File: config.mk
export PLATFORM = sky130hd
export DESIGN_NAME = anton_neopixel_bit_encoder
export DESIGN_NICKNAME = d
export VERILOG_FILES = /design/src/rtl/anton_neopixel_bit_encoder.sv
export SDC_FILE = /design/constraint.sdc
export NUM_CORES = 1
export LEC_CHECK = 0
export CELL_PAD_IN_SITES_DETAIL_PLACEMENT = 0
export CELL_PAD_IN_SITES_GLOBAL_PLACEMENT = 2
export CORE_AREA = 5 5 78 108
export CTS_BUF_LIST = sky130_fd_sc_hd__clkbuf_16
export CTS_CLUSTER_DIAMETER = 50
export CTS_CLUSTER_SIZE = 14
export DETAILED_ROUTE_END_ITERATION = 10
export DIE_AREA = 0 0 83 113
export HOLD_SLACK_MARGIN = 0.03
export PLACE_DENSITY = 0.74
export SLEW_MARGIN = 10
export SYNTH_ARGS = -nofsm -noshare
export SYNTH_HDL_FRONTEND = slang
export SYNTH_SLANG_ARGS = --single-unit
File: constraint.sdc
create_clock -name clk6_4mhz -period 1.5 [get_ports clk6_4mhz]
set_input_delay 0.3 -clock clk6_4mhz [delete_from_list [all_inputs] [get_ports clk6_4mhz]]
set_output_delay 0.3 -clock clk6_4mhz [all_outputs]
set_load 0.01 [all_outputs]
File: src/rtl/anton_neopixel_bit_encoder.sv
// NeoPixel bit encoder: fetches one pixel byte per 64 ticks and shapes each data bit
// into an 8-tick high/low pattern, with frame counting and a sticky underrun flag.
`ifndef BUFFER_END_DEFAULT
`define BUFFER_END_DEFAULT 255
`endif

module anton_neopixel_bit_encoder #(
    parameter int         BUFFER_END   = `BUFFER_END_DEFAULT,
    parameter logic [7:0] PATTERN_ZERO = 8'b1110_0000,
    parameter logic [7:0] PATTERN_ONE  = 8'b1111_1000,
    localparam int        BUFFER_BITS  = $clog2(BUFFER_END + 1)
) (
    input  logic                   clk6_4mhz,
    input  logic                   rstn,
    input  logic                   regCtrlInit,
    input  logic                   regCtrlInvert,
    input  logic                   streamOutput,
    input  logic                   streamPixelOf,
    input  logic [2:0]             bitPatternIndex,
    input  logic [2:0]             pixelBitIndex,
    input  logic [BUFFER_BITS-1:0] pixelIndexComb,
    output logic                   bufferRead,
    output logic [BUFFER_BITS-1:0] bufferAddr,
    input  logic [7:0]             pixelByte,
    output logic                   neoData,
    output logic [15:0]            frameCount,
    output logic                   errorUnderrun
);

    logic                   first_tick;
    logic [BUFFER_BITS-1:0] addr_q, addr_d;
    logic                   s1_valid_q, s1_first_q, s1_last_q;
    logic [2:0]             s1_pat_q, s1_bit_q;
    logic [7:0]             byte_hold_q, byte_hold_d;
    logic                   byte_valid_q, byte_valid_d;
    logic                   neo_raw_q, neo_raw_d;
    logic [15:0]            frame_q, frame_d;
    logic                   err_q, err_d;
    logic [7:0]             cur_byte, pat;
    logic                   data_bit, level, underrun;

    always_comb begin
        first_tick = streamOutput && (bitPatternIndex == 3'd0) && (pixelBitIndex == 3'd0);
        addr_d     = first_tick ? pixelIndexComb : addr_q;
    end

    assign bufferRead    = first_tick;
    assign bufferAddr    = addr_d;
    assign frameCount    = frame_q;
    assign errorUnderrun = err_q;
    // Inversion sits after the register so the idle level follows it immediately.
    assign neoData       = neo_raw_q ^ regCtrlInvert;

    always_comb begin
        cur_byte     = s1_first_q ? pixelByte : byte_hold_q;
        data_bit     = cur_byte[3'd7 - s1_bit_q];
        pat          = data_bit ? PATTERN_ONE : PATTERN_ZERO;
        level        = pat[3'd7 - s1_pat_q];
        underrun     = s1_valid_q && !s1_first_q && !byte_valid_q;

        byte_hold_d  = s1_first_q ? pixelByte : byte_hold_q;
        byte_valid_d = byte_valid_q;
        if (s1_first_q)
            byte_valid_d = 1'b1;
        else if (!s1_valid_q)
            byte_valid_d = 1'b0;

        neo_raw_d = (s1_valid_q && (s1_first_q || byte_valid_q)) ? level : 1'b0;
        err_d     = err_q | underrun;
        frame_d   = s1_last_q ? frame_q + 16'd1 : frame_q;

        // Init wins over any simultaneous set/increment.
        if (regCtrlInit) begin
            byte_valid_d = 1'b0;
            neo_raw_d    = 1'b0;
            err_d        = 1'b0;
            frame_d      = 16'd0;
        end
    end

    always_ff @(posedge clk6_4mhz or negedge rstn) begin
        if (!rstn) begin
            addr_q       <= '0;
            s1_valid_q   <= 1'b0;
            s1_first_q   <= 1'b0;
            s1_last_q    <= 1'b0;
            s1_pat_q     <= 3'd0;
            s1_bit_q     <= 3'd0;
            byte_hold_q  <= 8'd0;
            byte_valid_q <= 1'b0;
            neo_raw_q    <= 1'b0;
            frame_q      <= 16'd0;
            err_q        <= 1'b0;
        end else begin
            addr_q       <= addr_d;
            s1_valid_q   <= streamOutput;
            s1_first_q   <= first_tick;
            s1_last_q    <= streamPixelOf;
            s1_pat_q     <= bitPatternIndex;
            s1_bit_q     <= pixelBitIndex;
            byte_hold_q  <= byte_hold_d;
            byte_valid_q <= byte_valid_d;
            neo_raw_q    <= neo_raw_d;
            frame_q      <= frame_d;
            err_q        <= err_d;
        end
    end

endmodule

==> impl_metrics.tcl <==
set metrics [dict create \
    leakage_nw 1.46 \
    hold_violations 0 \
    crit_start "pixelBitIndex[2]" \
    critPathCapture "bufferAddr[3]" \
    cts_tree "done" \
    die_h_um 113 \
    fin_crit_ps 1660 \
    arrival_ps 1360 \
    yosysTopAreaCell "dfrtp_1" \
    slew_headroom_pct 78.8 \
    insertedDiodeCount 0 \
    final_cell_area_mm2 0.00306 \
    drt_iter0_drc 34 \
    clockBufferDepth 2 \
    crit_fanout 5 \
    syn_to_final_growth_pct 59.6 \
    synth.area.top_cells "dfrtp_1, mux2_2, nor2_1" \
    nFillCells 764 \
    dr.pass1.iters 3 \
    die_w_um 83 \
    dr_total_vias 1482 \
    hold_start "pixelBitIndex[2]" \
    tightest_slew_ps 315 \
    busiest_layer "met2" \
    synthFlopType "dfrtp_1" \
    fp.coreArea_mm2 0.00731 \
    avgViaCountPerCell 4.35 \
    r2r-start "frameCount[8]" \
    syn_area_mm2 0.00192 \
    syn_nets 181 \
    post-route-period-util_pct 111 \
    yosysWarnings 0 \
    fin_nets 272 \
    setup_viol 8 \
    initial_utilization_pct 26.2 \
    cts-htree-levels 2 \
    ff2ff_setup_slack_ps 30 \
    post_drt_wl_per_cell_um 13.5 \
    status "finished with violations" \
    met2_usage_pct 18.0 \
    path_clk_slew_ps 60 \
    port_buffers 54 \
    worst-setup-path-type "in -> out" \
    antenna_found_initial 0 \
    met3_usage_pct 1.82 \
    place_hpwl_um 3420 \
    synth_common_cells "dfrtp_1, nor2_1, mux2_2" \
    reg2reg_depth 4 \
    cts_buffers 5 \
    cp.required_ps 1200 \
    end_kind "primary output" \
    grt_pass1_vias 1627 \
    synth_seq_cells 44 \
    power_density_mw_per_mm2 964 \
    overflow 0 \
    drive_gt1_share_pct 36.5 \
    drv_slew 0 \
    grt_use_met1_pct 13.2 \
    cts_root_buf "clkbuf_16" \
    vdd_drop_max_mv 0.625 \
    grt_pass1_wl_um 8110 \
    drt_wl_total_um 4610 \
    die-area_mm2 0.00938 \
    yosysMostFrequentCell "dfrtp_1" \
    fmax_mhz 601 \
    violations "setup timing" \
    gp_congestion 0.685 \
    async_flop_share_pct 100 \
    netlist.area_leader.share_pct 57.4 \
    numClockSinks 44 \
    placed_area_mm2 0.00277 \
    rows 37 \
    post-place-cells 324 \
    synthCells 152 \
    min_path_type "in -> reg" \
    timing.rr.end "frameCount[15]" \
    clock_latency_ps 290 \
    grt_usage_pct 10.8 \
    ys_types 34 \
    synth-edff-count 0 \
    rsz0062_at_grt "true" \
    drc 0 \
    fin_worst_skew_ps 3.00 \
    instances_no_fill 341 \
    start_kind "input pin" \
    layout_setup_ws_ps -165 \
    ant_nets 0 \
    ioPinCount 55 \
    maxCapViolations 0 \
    grt_max_degree 45 \
    syn_area_per_cell_um2 12.6 \
    ys_seq_area_share_pct 57.4 \
]
## power breakdown
group	internal (mW)	switching (mW)	total (mW)
clock network	0.792	0.485	1.28
registers	1.26	0.0325	1.29
logic	0.234	0.149	0.383
total	2.29	0.667	2.95
## cell type report
cell class,count,area [um^2],area share (%)
flip-flops and latches,44,1100,36.0
multi-input cells,101,845,27.6
repair buffers,89,815,26.6
clock buffers,5,125,4.08
well taps,97,121,3.96
clock inverters,3,46.3,1.51
inverters,2,10.0,0.327
## worst min-delay path by stage
stage | endpoint | slack [ps] | cells after the start
after floorplan | addr_q[0] | 4 | 0
after global placement | frameCount[7] | 300 | 2
after detailed placement | frameCount[7] | 310 | 2
after CTS | s1_bit_q[2] | 110 | 1
after global routing | s1_bit_q[2] | 120 | 1
final | s1_bit_q[2] | 120 | 1
## metrics by stage
stage	worst slack (ps)	utilization, %	hold slack [ps]	power, mW	TNS, ps
after floorplan	-11.3	-	4.41	1.45	-11.3
after global placement	-952	37.8	301	1.67	-14390
after detailed placement	-1010	37.8	308	1.68	-15490
after CTS	-191	41.3	114	3.00	-1370
after global routing	-242	41.9	117	3.07	-1930
final	-165	41.9	122	2.95	-1170
## state kept, by name, summed over array words and instances, names as in the netlist
register       cells
frameCount        16
addr_q             8
byte_hold_q        8
s1_bit_q           3
s1_pat_q           3
byte_valid_q       1
errorUnderrun      1
neo_raw_q          1
s1_first_q         1
s1_last_q          1
s1_valid_q         1
## repair_timing
action	CTS	global route
setup buffers	6	1
cloned	1	0
pin swaps	3	1
hold buffers	1	0
resized for setup	97	10
endpoints found under the setup margin	42	16
hold endpoints to repair	44	0
## cell families (layout without fill, tap and decap cells)
kind of cell,Yosys count,count (layout),share of synthesized area [%]
buffers and inverters,7,99,1.43
XOR/XNOR,13,13,5.93
AND/OR/NAND/NOR,52,52,14.3
flip-flops,44,44,57.4
AO/OA/AOI/OAI,11,11,4.69
multiplexers,24,24,15.6
adder cells (fa/ha/maj),1,1,0.652
## worst max-delay path, stage by stage
cell,delay [ps]
buf_8,100
nor4b_4,280
nand2_2,110
buf_6,150
mux2_4,300
buf_6,120
## cells in the final DEF (no fill, tap or decap), drive strengths merged
cell type,Yosys,routed
dfrtp,44,44
o31ai,1,1
nor4,2,2
clkbuf,3,5
nand2,7,7
dlymetal6s2s,0,2
mux2,17,17
nand3b,1,1
or3,1,1
and4,1,1
nand3,4,4
bufinv,0,1
nor2b,1,1
or4bb,1,1
nor4bb,1,1
nand4,6,6
clkinvlp,0,1
buf,2,48
and2,1,1
dlygate4sd3,0,1
o2111ai,1,1
nor4b,1,1
dlygate4sd2,0,18
ha,1,1
o221ai,1,1
inv,2,3
clkdlybuf4s50,0,18
nor2,19,19
o2111a,1,1
or4,1,1
and3,1,1
o21ai,2,2
nand4b,1,1
nor3,3,3
mux2i,4,4
xnor2,5,5
a21oi,5,5
mux4,3,3
xor2,8,8
clkdlybuf4s15,0,2
## metal layers
layer,part of all wire [%],up-vias,wire length [um]
met3,3.0,8,140
met1,42,724,1930
met4,2.6,0,118
met2,52,26,2420
met5,0,-,0
li1,-,724,-
No activity file was read; power rests on OpenSTA's default activity.
